`src/rtl/pds_e_sequencer.sv`:
```
// 6800-style E-clock / VMA cycle sequencer for the SE PDS bus (VPA-decoded VIA/SCC accesses).
// Define E68_TIMEOUT_EN to add the timeout counter and the ERR termination path.
module pds_e_sequencer #(
   parameter int E_PERIOD       = 10,
   parameter int E_HIGH_START   = 6,
   parameter int VMA_COUNT      = 2,
   parameter int TIMEOUT_CYCLES = 64
) (
   input  logic       pdsC8M,
   input  logic       pdsRESETn,
   input  logic       cpuASn,
   input  logic       pdsVPAn,
   output logic       pdsClockE,
   output logic       pdsVMAn,
   output logic       cyc68Ackn,
   output logic       cyc68Errn,
   output logic [3:0] ePhase
);

   localparam logic [3:0] E_LAST  = 4'(E_PERIOD - 1);
   localparam logic [3:0] E_HIGH  = 4'(E_HIGH_START);
   localparam logic [3:0] E_VMA   = 4'(VMA_COUNT);

   if ((VMA_COUNT >= E_HIGH_START) || (E_PERIOD > 16) || (TIMEOUT_CYCLES > 127)
       || (TIMEOUT_CYCLES < 1)) begin : g_bad_params
      $error("pds_e_sequencer: illegal parameter combination");
   end

   typedef enum logic [2:0] {
      ST_IDLE      = 3'd0,
      ST_WAIT_SYNC = 3'd1,
      ST_VMA_ON    = 3'd2,
      ST_ACK       = 3'd3
`ifdef E68_TIMEOUT_EN
      , ST_ERR     = 3'd4
`endif
   } state_e;

   state_e     state_q, state_d;
   logic [3:0] e_count_q, e_count_d;
   logic       clock_e_q, clock_e_d;
   logic       vma_n_q, vma_n_d;
   logic       ack_n_q, ack_n_d;
   logic       as_meta_q, as_sync_q;
   logic       vpa_meta_q, vpa_sync_q;
   logic       armed_q, armed_d;
   logic       wrap_s;
   logic       vma_edge_s;
   logic       timeout_hit_s;

   // Synchronisers for the asynchronous strobes; idle-high out of reset.
   always_ff @(posedge pdsC8M or negedge pdsRESETn) begin
      if (!pdsRESETn) begin
         as_meta_q  <= 1'b1;
         as_sync_q  <= 1'b1;
         vpa_meta_q <= 1'b1;
         vpa_sync_q <= 1'b1;
      end else begin
         as_meta_q  <= cpuASn;
         as_sync_q  <= as_meta_q;
         vpa_meta_q <= pdsVPAn;
         vpa_sync_q <= vpa_meta_q;
      end
   end

   // Free-running E phase counter and E clock next values.
   always_comb begin
      e_count_d = (e_count_q == E_LAST) ? 4'd0 : e_count_q + 4'd1;
      if (e_count_d == E_HIGH) begin
         clock_e_d = 1'b1;
      end else if (e_count_d == 4'd0) begin
         clock_e_d = 1'b0;
      end else begin
         clock_e_d = clock_e_q;
      end
      wrap_s     = (e_count_d == 4'd0);
      vma_edge_s = (e_count_d == E_VMA);
   end

   // E phase counter and E clock registers.
   always_ff @(posedge pdsC8M or negedge pdsRESETn) begin
      if (!pdsRESETn) begin
         e_count_q <= 4'd0;
         clock_e_q <= 1'b0;
      end else begin
         e_count_q <= e_count_d;
         clock_e_q <= clock_e_d;
      end
   end

`ifdef E68_TIMEOUT_EN
   localparam logic [6:0] TO_LIMIT = 7'(TIMEOUT_CYCLES);

   logic [6:0] to_count_q, to_count_d, to_inc_s;
   logic       err_n_q, err_n_d;
   logic       in_cycle_s;

   // Saturating timeout counter, cleared whenever no cycle is pending.
   always_comb begin
      in_cycle_s    = (state_q == ST_WAIT_SYNC) || (state_q == ST_VMA_ON);
      to_inc_s      = (to_count_q == 7'h7F) ? to_count_q : to_count_q + 7'd1;
      to_count_d    = in_cycle_s ? to_inc_s : 7'd0;
      timeout_hit_s = in_cycle_s && (to_inc_s >= TO_LIMIT);
   end

   // Timeout counter register.
   always_ff @(posedge pdsC8M or negedge pdsRESETn) begin
      if (!pdsRESETn) begin
         to_count_q <= 7'd0;
      end else begin
         to_count_q <= to_count_d;
      end
   end

   // Error strobe follows the ERR state one edge ahead so it is registered.
   always_comb begin
      err_n_d = (state_d == ST_ERR) ? 1'b0 : 1'b1;
   end

   // Error output register.
   always_ff @(posedge pdsC8M or negedge pdsRESETn) begin
      if (!pdsRESETn) begin
         err_n_q <= 1'b1;
      end else begin
         err_n_q <= err_n_d;
      end
   end

   assign cyc68Errn = err_n_q;
`else
   assign timeout_hit_s = 1'b0;
   assign cyc68Errn     = 1'b1;
`endif

   // State register; armed_q remembers that AS was seen negated since the last request.
   always_ff @(posedge pdsC8M or negedge pdsRESETn) begin
      if (!pdsRESETn) begin
         state_q <= ST_IDLE;
         armed_q <= 1'b1;
      end else begin
         state_q <= state_d;
         armed_q <= armed_d;
      end
   end

   // Next-state logic; AS negation aborts from every state.
   always_comb begin
      state_d = state_q;
      case (state_q)
         ST_IDLE: begin
            if (!as_sync_q && !vpa_sync_q && armed_q) begin
               state_d = ST_WAIT_SYNC;
            end else begin
               state_d = ST_IDLE;
            end
         end
         ST_WAIT_SYNC: begin
            if (as_sync_q || vpa_sync_q) begin
               state_d = ST_IDLE;
`ifdef E68_TIMEOUT_EN
            end else if (timeout_hit_s) begin
               state_d = ST_ERR;
`endif
            end else if (vma_edge_s) begin
               state_d = ST_VMA_ON;
            end else begin
               state_d = ST_WAIT_SYNC;
            end
         end
         ST_VMA_ON: begin
            // Termination on E fall takes precedence over a coincident timeout.
            if (as_sync_q) begin
               state_d = ST_IDLE;
            end else if (wrap_s) begin
               state_d = ST_ACK;
`ifdef E68_TIMEOUT_EN
            end else if (timeout_hit_s) begin
               state_d = ST_ERR;
`endif
            end else begin
               state_d = ST_VMA_ON;
            end
         end
         ST_ACK: begin
            if (as_sync_q) begin
               state_d = ST_IDLE;
            end else begin
               state_d = ST_ACK;
            end
         end
`ifdef E68_TIMEOUT_EN
         ST_ERR: begin
            if (as_sync_q) begin
               state_d = ST_IDLE;
            end else begin
               state_d = ST_ERR;
            end
         end
`endif
         default: begin
            state_d = ST_IDLE;
         end
      endcase

      if ((state_q == ST_IDLE) && as_sync_q) begin
         armed_d = 1'b1;
      end else if ((state_q == ST_IDLE) && (state_d == ST_WAIT_SYNC)) begin
         armed_d = 1'b0;
      end else begin
         armed_d = armed_q;
      end
   end

   // Output decode from the next state so the bus strobes come straight from flops.
   always_comb begin
      vma_n_d = ((state_d == ST_VMA_ON) || (state_d == ST_ACK)) ? 1'b0 : 1'b1;
      ack_n_d = (state_d == ST_ACK) ? 1'b0 : 1'b1;
   end

   // Bus strobe output registers.
   always_ff @(posedge pdsC8M or negedge pdsRESETn) begin
      if (!pdsRESETn) begin
         vma_n_q <= 1'b1;
         ack_n_q <= 1'b1;
      end else begin
         vma_n_q <= vma_n_d;
         ack_n_q <= ack_n_d;
      end
   end

   assign pdsClockE = clock_e_q;
   assign pdsVMAn   = vma_n_q;
   assign cyc68Ackn = ack_n_q;
   assign ePhase    = e_count_q;

endmodule
```
`config.mk`:
```
export PLATFORM = sky130hd
export DESIGN_NAME = pds_e_sequencer
export DESIGN_NICKNAME = d
export VERILOG_FILES = /design/src/rtl/pds_e_sequencer.sv
export SDC_FILE = /design/constraint.sdc
export NUM_CORES = 1
export LEC_CHECK = 0
export ABC_CLOCK_PERIOD_IN_PS = 3900
export CAP_MARGIN = 15
export CORE_UTILIZATION = 38
export DETAILED_ROUTE_END_ITERATION = 7
export PLACE_DENSITY_LB_ADDON = 0.08
export RECOVER_POWER = 50
export SYNTH_ARGS = -nofsm -noshare
export SYNTH_HDL_FRONTEND = slang
export SYNTH_SLANG_ARGS = --single-unit
```
`constraint.sdc`:
```
create_clock -name pdsC8M -period 3.9 [get_ports pdsC8M]
set_input_delay 0.78 -clock pdsC8M [delete_from_list [all_inputs] [get_ports pdsC8M]]
set_output_delay 0.78 -clock pdsC8M [all_outputs]
set_load 0.02 [all_outputs]
```
Yosys cells after proc, flatten, opt, wreduce, memory -nomap -nowiden
Index checks and enable logic that the tools add are counted.

Register bits: 15. Bits of input ports: 4. Output and inout bits: 8. Logic and storage cells: 46.

$add $sub $neg: 1. Equality and inequality tests: 9. Muxes and demuxes: 14. Reduce and logical (&&, ||, !) cells: 12.

Operator list (number): == test 3 x 2 -> 1 bit, second input constant (4); 2-to-1 mux 1 bit (8); 2-to-1 mux 2 bit (4); case mux 2 bit (4 select lines) (1); == test 3 x 1 -> 1 bit, second input constant (2); adder 4 x 1 -> 4 bit, second input constant (1); == test 4 x 2 -> 1 bit, second input constant (1); == test 4 x 3 -> 1 bit, second input constant (1); == test 4 bit, second input constant (1); logical AND 1 bit (4); zero test 4 bit (1); 2-to-1 mux 4 bit (1); nonzero test 2 bit (2); zero test 3 bit (1); zero test 1 bit (2); logical OR 1 bit (2).

Depth between registers and ports, before layout
Word-level depth: 10. Mapped depth: 4. Mapped depth without buffers: 3.

Worst setup path before layout
No wires, ideal clock.

Kind: reg2reg. Start: reg e_count_q[1], in the netlist ePhase[1]. End: reg state_q[0]. Library setup time: 0.118 ns. Arrival time: 1.457 ns. Required time: 3.782 ns. Slack: 2.324 ns. Cell stages (with the launch flop): 5. Path buffers: 1. Clock period less this slack: 1.576 ns. Cells stage by stage: dfrtp_1 buf_6 or4b_1 a32o_1 a21o_1.

Longest elaborated chain between the ends: 6. Elaborated cells between the ends (all ways): 10. Those cells by class: add/sub: 1; eq/ne: 2; mux: 6; reduce/logical: 1.

Ends and longest elaborated chain: start, declared (RTL line 40) `logic [3:0] e_count_q, e_count_d;`; start signal, assigned (RTL line 86) `e_count_q <= e_count_d;`; adder 4 x 1 -> 4 bit / == test 4 bit (equally long branches) (RTL line 68) `e_count_d = (e_count_q == E_LAST) ? 4'd0 : e_count_q + 4'd1;`; 2-to-1 mux 4 bit * (RTL line 68); == test 4 x 2 -> 1 bit / zero test 4 bit (equally long branches) (RTL line 77, 76); 2-to-1 mux 2 bit / 2-to-1 mux 1 bit (equally long branches) (RTL line 164, 174); 2-to-1 mux 2 bit, on equally long branches (RTL line 158, 172); case mux 2 bit (4 select lines) * (RTL line 149) `case (state_q)`; net state_d[0] (RTL line 39) `state_e state_q, state_d;`; end signal, assigned (RTL line 141) `state_q <= state_d;`; end, declared (RTL line 39).

Mark *: on every way through the listed nets, which the timed path passes. The rest lies on a longest branch. A chain may end at the register's enable or synchronous reset.

Worst setup path in the final report
Start: reg e_count_q[1], in the netlist ePhase[1]. End: out ePhase[1].

RTL lines: end, declared (RTL line 17) `output logic [3:0] ePhase`.

No word-level cell between the ends.

==> flow_metrics.env <==
export IMPL_status="completed"
export IMPL_p_clk_share_pct=36.7
export IMPL_rsz0062_at_grt="no"
export IMPL_cp_slowest_cell="clkdlybuf4s50_1"
export IMPL_syn_area_sq_um=595.6
export IMPL_overflow=0
export IMPL_met3_length_um=65
export IMPL_cp_startpoint="ePhase[1]$_DFF_PN0_"
export IMPL_cp_end_kind="output pin"
export IMPL_min_path_cells=0
export IMPL_power_uw=264.4
export IMPL_dieHeight_um=41.59
export IMPL_dr_pass1_iters=4
export IMPL_die_area_sq_um=1730
export IMPL_yosysTopAreaCell="dfstp_2"
export IMPL_wirelength_um=917
export IMPL_n_antenna_cell=0
export IMPL_p_comb_share_pct=4.3
export IMPL_drt_iter0_drc=9
export IMPL_synth_area_per_cell_sq_um=11.91
export IMPL_grt_max_degree=15
export IMPL_criticalPathCategory="flop to output pin"
export IMPL_cp_required_ns=3.12
export IMPL_synth_seq_cells=14
export IMPL_start_kind="flop"
export IMPL_power_internal_uw=214.8
export IMPL_die_w_um=41.59
export IMPL_hp_class="flop to flop"
export IMPL_switchingPower_uw=49.60
export IMPL_reg2reg_from="ePhase[1]$_DFF_PN0_"
export IMPL_vias=392
export IMPL_cts_made_buffers=3
export IMPL_io_pin_count=12
export IMPL_finalNetCount=66
export IMPL_hpwl_um=695.1
export IMPL_fmax_mhz=444.4
export IMPL_m1WireLength_um=445
export IMPL_ctsResizeCount=0
export IMPL_grtUsageTotal_pct=11.83
export IMPL_start_util_pct=43.08
export IMPL_wl_met2_um=406
export IMPL_yosysSeqAreaShare_pct=60.29
export IMPL_yosys_area_top_type_share_pct=30.88
export IMPL_gp_congestion=0.6575
export IMPL_portBuffers=10
export IMPL_crit_arrival_ns=1.47
export IMPL_ys_warn_count=0
export IMPL_core_sq_um=1383
export IMPL_synthToLayoutAreaGrowth_pct=20.38
export IMPL_skew_ns=0.0006386
export IMPL_synth_area_top_cells="dfstp_2, dfrtp_1, a21o_1"
export IMPL_cpPeakStageDelay_ns=0.68
export IMPL_p_leak_uw=0.0003402
export IMPL_grt_pass1_vias=366
export IMPL_antenna_found_initial=0
export IMPL_fin_crit_ns=2.250
export IMPL_tightest_slew_ns=0.5849
export IMPL_tns_ns=0
export IMPL_hold_viol_final=0
export IMPL_cts_path_max_buffers=2
export IMPL_setup_violations=0
export IMPL_synthCells=50
export IMPL_path_buf_inv=1
export IMPL_switching_share_pct=18.76
export IMPL_slew_violations=0
export IMPL_worstSetupPathDepth=1
export IMPL_vdd_drop_max_mv=0.2388
export IMPL_postCtsSetupBuffers=0
export IMPL_yosys_cell_types_count=24
export IMPL_cts_tree="yes"
export IMPL_min_delay_start="vpa_meta_q$_DFF_PN1_"
export IMPL_layout_drive_gt1_share_pct=21.31
export IMPL_drcViolationCount=0
export IMPL_clk_pin_slew_ns=0.07
export IMPL_pwr_share_seq_pct=59.0
export IMPL_drtAntennaViolNets=0
export IMPL_root_buffer="clkbuf_4"
export IMPL_insertion_delay_ns=0.27
export IMPL_cts_hold_buf=0
export IMPL_power_density_nw_per_um2=368.8
export IMPL_routed_via_density=5.158
export IMPL_synth_fp_nets=54
export IMPL_cp_top_family="buffers and inverters"
export IMPL_clock_sinks=14
export IMPL_maxSlewHeadroom_pct=60.88
export IMPL_path_cells="clkdlybuf4s50_1"
export IMPL_r2r_cells=3
export IMPL_grt_pass1_wl_um=1545
export IMPL_final_util_pct=51.86
export IMPL_most_common_layout_cells="dfstp_2, dfrtp_1, clkdlybuf4s50_1"
export IMPL_critPathMaxFanout=11
export IMPL_top_layer_used="met3"
export IMPL_cap_violations=0
export IMPL_rows=13
export IMPL_post_route_period_util_pct=57.70
export IMPL_routedWlPerCell_um=12.07
export IMPL_h_tree_depth=1
-- state kept, by name, summed over array words and instances, names as in the netlist --
signal,cells
armed_q,1
as_sync_q,1
as_meta_q,1
pdsClockE,1
ePhase,4
pdsVMAn,1
vpa_meta_q,1
state_q,2
vpa_sync_q,1
cyc68Ackn,1
-- per-layer routing --
layer | vias to the layer above | GRT usage [%]
li1 | 190 | -
met1 | 177 | 14.93
met2 | 25 | 17.19
met3 | 0 | 5.217
met4 | 0 | 5.806
met5 | - | 0
-- area by class of cell --
type | instances | area, sq um
multi-input combinational | 30 | 191.4
timing repair buffer | 10 | 100.1
clock buffer | 4 | 36.28
inverter | 3 | 11.26
sequential | 14 | 359.1
fill | 114 | 665.6
tap | 15 | 18.77
-- power by group through the flow --
stage | sequential, uW | clock [uW] | combinational, uW
2_1_floorplan | 157 | 0 | 6.83
3_3_place_gp | 158 | 0 | 11.9
3_5_place_dp | 158 | 0 | 12.4
4_1_cts | 156 | 102 | 12.4
5_1_grt | 157 | 111 | 13.2
6_report | 156 | 97.0 | 11.4
-- cells in the mapped netlist (all sizes together) --
library cell and count:
buf 3, mux2 1, xnor2 1, or4b 1
o21bai 1, nand2 5, nor4 1, inv 3
xor2 1, nor2b 3, a21oi 2, a22o 1
a32o 1, dfrtp 7, o31ai 1, o32ai 1
nor4b 1, a21o 3, nor2 4, dfstp 7
o21ai 1, conb 1
-- metrics by stage --
step | instances | cell area [sq um] | setup WS [ns] | hold slack [ns]
after floorplan | 50 | 595.6 | 2.324 | 0.3452
after global placement | 72 | 680.7 | 1.987 | 0.3476
after detailed placement | 72 | 680.7 | 1.954 | 0.3498
after CTS | 76 | 716.9 | 1.637 | 0.3613
after global routing | 76 | 716.9 | 1.591 | 0.3659
final | 76 | 716.9 | 1.650 | 0.3598
-- kinds of logic after synthesis --
logic type | synth area share, %
muxes | 1.891
and+or+nand+nor | 13.03
AOI/OAI and AO/OA | 13.66
other | 0.6296
DFF | 60.30
xor gates and xnor gates | 2.942
buffers and inverters | 7.562
-- final timing paths --
kind | endpoint | slack [ns]
max | ePhase[1] | 1.65
min | vpa_sync_q$_DFF_PN1_ | 0.36
max reg2reg | state_q[0]$_DFF_PN0_ | 2.37
min reg2reg | vpa_sync_q$_DFF_PN1_ | 0.36
max in group asynchronous | pdsClockE$_DFFE_PN0P_ | 2.57
min in group asynchronous | ePhase[3]$_DFF_PN0_ | 0.95
Power figures use the tool's default switching activity.
